$ cat src/rtl/alu_pkg.sv
// ALU issue stage shared definitions: operation codes, opcode constants and the
// decoder result record.
package alu_pkg;

   typedef enum logic [3:0] {
      OP_AND = 4'b0000,
      OP_OR  = 4'b0001,
      OP_ADD = 4'b0010,
      OP_SUB = 4'b0011,
      OP_SLL = 4'b0100,
      OP_SRL = 4'b0101,
      OP_XOR = 4'b0110,
      OP_SRA = 4'b0111,
      OP_BEQ = 4'b1000,
      OP_BNE = 4'b1001,
      OP_BLT = 4'b1010,
      OP_BGE = 4'b1011,
      OP_SLT = 4'b1100,
      OP_LUI = 4'b1111
   } alu_op_e;

   localparam logic [6:0] OPC_RTYPE  = 7'b0110011;
   localparam logic [6:0] OPC_ITYPE  = 7'b0010011;
   localparam logic [6:0] OPC_LOAD   = 7'b0000011;
   localparam logic [6:0] OPC_STORE  = 7'b0100011;
   localparam logic [6:0] OPC_BRANCH = 7'b1100011;
   localparam logic [6:0] OPC_LUI    = 7'b0110111;

   localparam logic [6:0] F7_BASE = 7'h00;
   localparam logic [6:0] F7_ALT  = 7'h20;

   typedef struct packed {
      alu_op_e operation;
      logic    use_imm;
      logic    is_branch;
      logic    illegal;
   } dec_t;

endpackage

$ cat src/rtl/alu_op_decode.sv
// Combinational decode of opcode/funct3/funct7 into the ALU operation code,
// SrcB select, branch flag and illegal-encoding flag.
module alu_op_decode
   import alu_pkg::*;
(
   input  logic [6:0] opcode,
   input  logic [2:0] funct3,
   input  logic [6:0] funct7,
   output dec_t       dec
);

   logic f7_base;
   logic f7_alt;

   assign f7_base = (funct7 == F7_BASE);
   assign f7_alt  = (funct7 == F7_ALT);

   // Map the instruction fields onto an operation; illegal encodings force AND (0000)
   always_comb begin
      dec = '{operation: OP_AND, use_imm: 1'b0, is_branch: 1'b0, illegal: 1'b0};
      case (opcode)
         OPC_RTYPE: begin
            case (funct3)
               3'b000: begin
                  if (f7_base)     dec.operation = OP_ADD;
                  else if (f7_alt) dec.operation = OP_SUB;
                  else             dec.illegal   = 1'b1;
               end
               3'b101: begin
                  if (f7_base)     dec.operation = OP_SRL;
                  else if (f7_alt) dec.operation = OP_SRA;
                  else             dec.illegal   = 1'b1;
               end
               3'b111: begin
                  dec.operation = OP_AND;
                  dec.illegal   = !f7_base;
               end
               3'b110: begin
                  dec.operation = OP_OR;
                  dec.illegal   = !f7_base;
               end
               3'b100: begin
                  dec.operation = OP_XOR;
                  dec.illegal   = !f7_base;
               end
               3'b001: begin
                  dec.operation = OP_SLL;
                  dec.illegal   = !f7_base;
               end
               3'b010: begin
                  dec.operation = OP_SLT;
                  dec.illegal   = !f7_base;
               end
               default: dec.illegal = 1'b1;
            endcase
         end
         OPC_ITYPE: begin
            // funct7 is immediate data here except for the shift-immediates
            dec.use_imm = 1'b1;
            case (funct3)
               3'b000: dec.operation = OP_ADD;
               3'b111: dec.operation = OP_AND;
               3'b110: dec.operation = OP_OR;
               3'b100: dec.operation = OP_XOR;
               3'b010: dec.operation = OP_SLT;
               3'b001: begin
                  dec.operation = OP_SLL;
                  dec.illegal   = !f7_base;
               end
               3'b101: begin
                  if (f7_base)     dec.operation = OP_SRL;
                  else if (f7_alt) dec.operation = OP_SRA;
                  else             dec.illegal   = 1'b1;
               end
               default: dec.illegal = 1'b1;
            endcase
         end
         OPC_LOAD, OPC_STORE: begin
            dec.operation = OP_ADD;
            dec.use_imm   = 1'b1;
         end
         OPC_BRANCH: begin
            dec.is_branch = 1'b1;
            case (funct3)
               3'b000:  dec.operation = OP_BEQ;
               3'b001:  dec.operation = OP_BNE;
               3'b100:  dec.operation = OP_BLT;
               3'b101:  dec.operation = OP_BGE;
               default: dec.illegal   = 1'b1;
            endcase
         end
         OPC_LUI: begin
            dec.operation = OP_LUI;
            dec.use_imm   = 1'b1;
         end
         default: dec.illegal = 1'b1;
      endcase
      if (dec.illegal) dec.operation = OP_AND;
   end

endmodule

$ cat src/rtl/alu_issue_stage.sv
// ALU issue stage: decodes the instruction, selects SrcA/SrcB and registers the
// operands into a valid/ready stage feeding the ALU; counts issued operations.
// Build option ALU_ISSUE_SKID_EN: 2-entry skid buffer with registered in_ready.
// Without it a single output register with in_ready = !out_valid | out_ready.
//
// state    | meaning (ALU_ISSUE_SKID_EN only)
// EMPTY    | nothing held, out_valid low
// ONE      | main entry on out_*, skid free
// TWO      | main entry on out_*, skid holds the next one, in_ready low
module alu_issue_stage
   import alu_pkg::*;
#(
   parameter int DATA_WIDTH    = 32,
   parameter int OPCODE_LENGTH = 4
) (
   input  logic                     clk,
   input  logic                     reset,
   input  logic                     in_valid,
   output logic                     in_ready,
   input  logic [6:0]               in_opcode,
   input  logic [2:0]               in_funct3,
   input  logic [6:0]               in_funct7,
   input  logic [DATA_WIDTH-1:0]    in_rs1_data,
   input  logic [DATA_WIDTH-1:0]    in_rs2_data,
   input  logic [DATA_WIDTH-1:0]    in_imm,
   output logic                     out_valid,
   input  logic                     out_ready,
   output logic [DATA_WIDTH-1:0]    out_srca,
   output logic [DATA_WIDTH-1:0]    out_srcb,
   output logic [OPCODE_LENGTH-1:0] out_operation,
   output logic                     out_is_branch,
   output logic                     out_illegal,
   output logic [31:0]              out_issue_cnt
);

   localparam int ENTRY_W = 2*DATA_WIDTH + OPCODE_LENGTH + 2;

   dec_t               dec;
   logic [ENTRY_W-1:0] in_entry;
   logic [ENTRY_W-1:0] main_q;
   logic               accept;
   logic               issue;

   alu_op_decode u_decode (
      .opcode (in_opcode),
      .funct3 (in_funct3),
      .funct7 (in_funct7),
      .dec    (dec)
   );

   assign in_entry = {in_rs1_data,
                      (dec.use_imm ? in_imm : in_rs2_data),
                      OPCODE_LENGTH'(dec.operation),
                      dec.is_branch,
                      dec.illegal};

   assign {out_srca, out_srcb, out_operation, out_is_branch, out_illegal} = main_q;

   assign accept = in_valid & in_ready;
   assign issue  = out_valid & out_ready;

`ifdef ALU_ISSUE_SKID_EN
   localparam logic [1:0] ST_EMPTY = 2'd0;
   localparam logic [1:0] ST_ONE   = 2'd1;
   localparam logic [1:0] ST_TWO   = 2'd2;

   logic [1:0]         state_q;
   logic [1:0]         state_d;
   logic [ENTRY_W-1:0] skid_q;
   logic               in_ready_q;

   // in_ready is a flop; the reset term only holds it low while reset is high
   assign in_ready  = in_ready_q & ~reset;
   assign out_valid = (state_q != ST_EMPTY);

   // Occupancy transitions; accept and issue together keep the count unchanged
   always_comb begin
      state_d = state_q;
      case (state_q)
         ST_EMPTY: if (accept) state_d = ST_ONE;
         ST_ONE: begin
            if (accept && !issue)      state_d = ST_TWO;
            else if (issue && !accept) state_d = ST_EMPTY;
         end
         ST_TWO:   if (issue) state_d = ST_ONE;
         default:  state_d = ST_EMPTY;
      endcase
   end

   // State, registered ready and the two entries; skid drains into main in order
   always_ff @(posedge clk or posedge reset) begin
      if (reset) begin
         state_q    <= ST_EMPTY;
         in_ready_q <= 1'b1;
         main_q     <= '0;
         skid_q     <= '0;
      end else begin
         state_q    <= state_d;
         in_ready_q <= (state_d != ST_TWO);
         case (state_q)
            ST_EMPTY: if (accept) main_q <= in_entry;
            ST_ONE: begin
               if (accept && issue) main_q <= in_entry;
               else if (accept)     skid_q <= in_entry;
            end
            ST_TWO:   if (issue) main_q <= skid_q;
            default: ;
         endcase
      end
   end
`else
   assign in_ready = ~reset & (~out_valid | out_ready);

   // Single output register; loads whenever it is empty or being drained
   always_ff @(posedge clk or posedge reset) begin
      if (reset) begin
         out_valid <= 1'b0;
         main_q    <= '0;
      end else if (!out_valid || out_ready) begin
         out_valid <= in_valid;
         if (in_valid) main_q <= in_entry;
      end
   end
`endif

   // Count completed output handshakes, wrapping at 2^32
   always_ff @(posedge clk or posedge reset) begin
      if (reset)      out_issue_cnt <= '0;
      else if (issue) out_issue_cnt <= out_issue_cnt + 32'd1;
   end

endmodule

$ cat config.mk
export PLATFORM = sky130hd
export DESIGN_NAME = alu_issue_stage
export DESIGN_NICKNAME = d
export VERILOG_FILES = /design/src/rtl/alu_pkg.sv /design/src/rtl/alu_op_decode.sv /design/src/rtl/alu_issue_stage.sv
export SDC_FILE = /design/constraint.sdc
export NUM_CORES = 1
export LEC_CHECK = 0
export CAP_MARGIN = 0
export CORE_ASPECT_RATIO = 2
export CORE_UTILIZATION = 37
export DETAILED_ROUTE_END_ITERATION = 7
export PLACE_DENSITY = 0.79
export SYNTH_ARGS = -nofsm -noshare
export SYNTH_HDL_FRONTEND = slang
export SYNTH_HIERARCHICAL = 1
export SYNTH_SLANG_ARGS = --single-unit
$ cat constraint.sdc
create_clock -name clk -period 3.1 [get_ports clk]
set_clock_uncertainty 0.1 [all_clocks]
set_input_delay 0.31 -clock clk [delete_from_list [all_inputs] [get_ports clk]]
set_output_delay 0.31 -clock clk [all_outputs]
set_load 0.02 [all_outputs]
==> results.json <==
{
  "status": "finished clean",
  "rsz0062_at_grt": "false",
  "final_nets": 739,
  "post_drt_wl_per_cell_microns": 16.6,
  "final-setup-viol-count": 0,
  "drive_gt1_share_pct": 11.7,
  "fp-row-count": 58,
  "yosys.area.top_type": "dfrtp_1",
  "relSlewSlack_pct": 48.0,
  "cts_tree": "done",
  "whs_path_depth": 2,
  "drv_cap": 0,
  "worstPathArrival_ns": 1.87,
  "start_util_pct": 37.7,
  "post_cts_buffers": 0,
  "cpMaxStageDelayCell": "clkdlybuf4s50_1",
  "fin_crit_ns": 2.28,
  "grt_usage_pct": 19.9,
  "hold_viol_final": 0,
  "cts_buffer_depth": 2,
  "reg2reg_setup_slack_ns": 1.18,
  "path_class": "input pin to primary output",
  "grt_pass1_wl_microns": 20000,
  "dieArea_sq_mm": 0.0133,
  "post-route-period-util_pct": 73.6,
  "via_per_inst": 5.07,
  "die_w_microns": 82.0,
  "cts.sinks": 103,
  "postCtsHoldBufs": 0,
  "tightest_slew_ns": 0.781,
  "avgSynthCellArea_sq_um": 11.7,
  "post-route-drc-count": 0,
  "synth_cell_type_count": 50,
  "antenna_cells": 0,
  "ys_ff_latch": 103,
  "path_delay_family": "buffers and inverters",
  "slew_violations": 0,
  "syn_area_sq_mm": 0.00473,
  "hp-start": "main_q[6]$_DFFE_PP0P_",
  "critPathCaptureType": "primary output",
  "grt_overflow": 0,
  "h-tree-depth": 3,
  "p_leak_nw": 3.01,
  "fmaxAchievable_mhz": 439,
  "synthFlopType": "dfrtp_1",
  "cp_data_required_time_ns": 2.69,
  "core_region_area_sq_mm": 0.0126,
  "fin_setup_tns_ns": 0,
  "dp_hpwl_microns": 10100,
  "worstHoldPathType": "flip-flop to flip-flop",
  "postSynthCellCount": 404,
  "numPortBuffers": 220,
  "grt_pass1_vias": 4135,
  "synth-warning-count": 6,
  "ant_nets": 0,
  "postCtsResizedCells": 0,
  "cts-buffers-inserted": 9,
  "r2r-start": "out_issue_cnt[0]$_DFFE_PP0P_",
  "post-route-util_pct": 59.0,
  "grt_max_degree": 62,
  "yosysMostFrequentCell": "dfrtp_1",
  "synth_enable_flop_cells": 0,
  "dieHeight_microns": 162,
  "clk_pin_slew_worst_paths_ns": 0.07,
  "reg2regPathDepth": 6,
  "synth_area_leaders": "dfrtp_1 (54%), mux2_2 (9.3%), mux2i_1 (6.8%), xnor2_1 (5.0%), o21ai_0 (3.8%)",
  "fillCellCount": 1044,
  "drt-initial-drc-count": 124,
  "r2r_end": "out_issue_cnt[28]$_DFFE_PP0P_",
  "vias": 3938,
  "synth_seq_area_share_pct": 54.4,
  "crit_top_cell": "clkdlybuf4s50_1",
  "dr.pass1.iters": 4,
  "root_buffer": "clkbuf_16",
  "path_cells": "clkdlybuf4s50_1, nand2b_1, and2_1, clkdlybuf4s50_1",
  "start_kind": "input pin",
  "drt-total-wl_microns": 12900,
  "crit_path_max_incr_delay_ns": 0.61,
  "hold_path_end": "main_q[6]$_DFFE_PP0P_",
  "antenna_found_initial": 0,
  "path_max_fanout": 5,
  "clock_latency_ns": 0.33,
  "synth_top_cells_by_count": "dfrtp_1 (103), nand2_1 (46), mux2_2 (39), o21ai_0 (36), mux2i_1 (32)",
  "synth_nets": 522,
  "path_buf_inv": 2,
  "synthArstFlopShare_pct": 100,
  "gp_congestion": 0.945,
  "syn2layout_area_growth_pct": 56.5,
  "yosysTopAreaCellShare_pct": 54.4,
  "powerDensity_mw_per_mm2": 508,
  "floorplan.io_pins": 221,
  "ir_worst_vdd_uv": 332
}
metrics by stage:
stage / setup WS, ns / instance area (sq um) / cells / hold slack [ns] / power, mW
after floorplan: 0.427 / 4740 / 404 / 0.318 / 2.07
after global placement: 0.585 / 7100 / 760 / 0.362 / 2.61
after detailed placement: 0.555 / 7100 / 760 / 0.369 / 2.64
after CTS: 0.801 / 7410 / 776 / 0.382 / 3.82
after global routing: 0.752 / 7410 / 776 / 0.415 / 3.94
final: 0.820 / 7410 / 776 / 0.379 / 3.76
power by group:
part	leakage (nW)	switching, mW	internal [mW]
Combinational	1.57	0.457	0.533
Clock	0.147	0.504	0.656
Sequential	1.29	0.112	1.50
how the worst max path moves through the flow:
stage | start | to | slack, ns | cells past startpoint
after floorplan | reset | in_ready | 0.43 | 2
after global placement | in_opcode[5] | main_q[0]$_DFFE_PP0P_ | 0.59 | 6
after detailed placement | in_opcode[5] | main_q[0]$_DFFE_PP0P_ | 0.55 | 6
after CTS | out_ready | in_ready | 0.80 | 4
after global routing | in_funct7[1] | main_q[0]$_DFFE_PP0P_ | 0.75 | 6
final | out_ready | in_ready | 0.82 | 4
layer usage:
layer  wire (microns)  part of all wire, %  global-route usage, %
met5                0                    0                      0
met4              365                  2.8                   7.74
met2             7410                   58                   38.1
met3              809                  6.3                   4.38
met1             4280                   33                   19.7
sequential cells by signal, summed over array words and instances (netlist names):
| signal | cells |
|---|---|
| out_issue_cnt | 32 |
| out_valid | 1 |
| main_q | 70 |
cell type report:
type,count,area [sq um],area share (%)
multi-input cells,277,2060,27.8
flip-flops and latches,103,2580,34.8
clock buffers,11,243,3.28
well taps,150,188,2.53
inverters,4,18.8,0.253
clock inverters,5,63.8,0.861
repair buffers,226,2260,30.5
worst reg2reg max path, delay by kind of cell, from the launching register on:
family	cells	cell delay, ns
flip-flops	1	0.42
adder cells (fa/ha/maj)	1	0.18
AND/OR/NAND/NOR	4	0.96
XOR/XNOR	1	0.15
layout by cell type, fill, tap and decap left out, types with 3 or more instances in the layout:
cell type,count
clkdlybuf4s50_1,220
dfrtp_1,103
nand2_1,45
mux2_2,39
o21ai_0,36
mux2i_1,32
xnor2_1,27
nand3_1,15
clkbuf_16,9
nor2_1,7
and3_1,6
xor2_1,6
a21oi_1,6
nand2b_1,5
buf_4,5
nand4_1,4
nor3_1,4
nand3b_1,4
nor2b_1,3
inv_1,3
a211oi_1,3
cells by family (layout without fill, tap and decap cells):
logic type,Yosys count,after routing,share of synthesized area (%)
flops,103,103,54.4
xor+xnor,33,33,6.10
fa+ha+maj,1,1,0.264
mux,71,71,16.0
buf+inv,24,246,2.30
simple gates,116,116,13.9
compound gates,56,56,6.95
(Power assumes the default switching activity.)
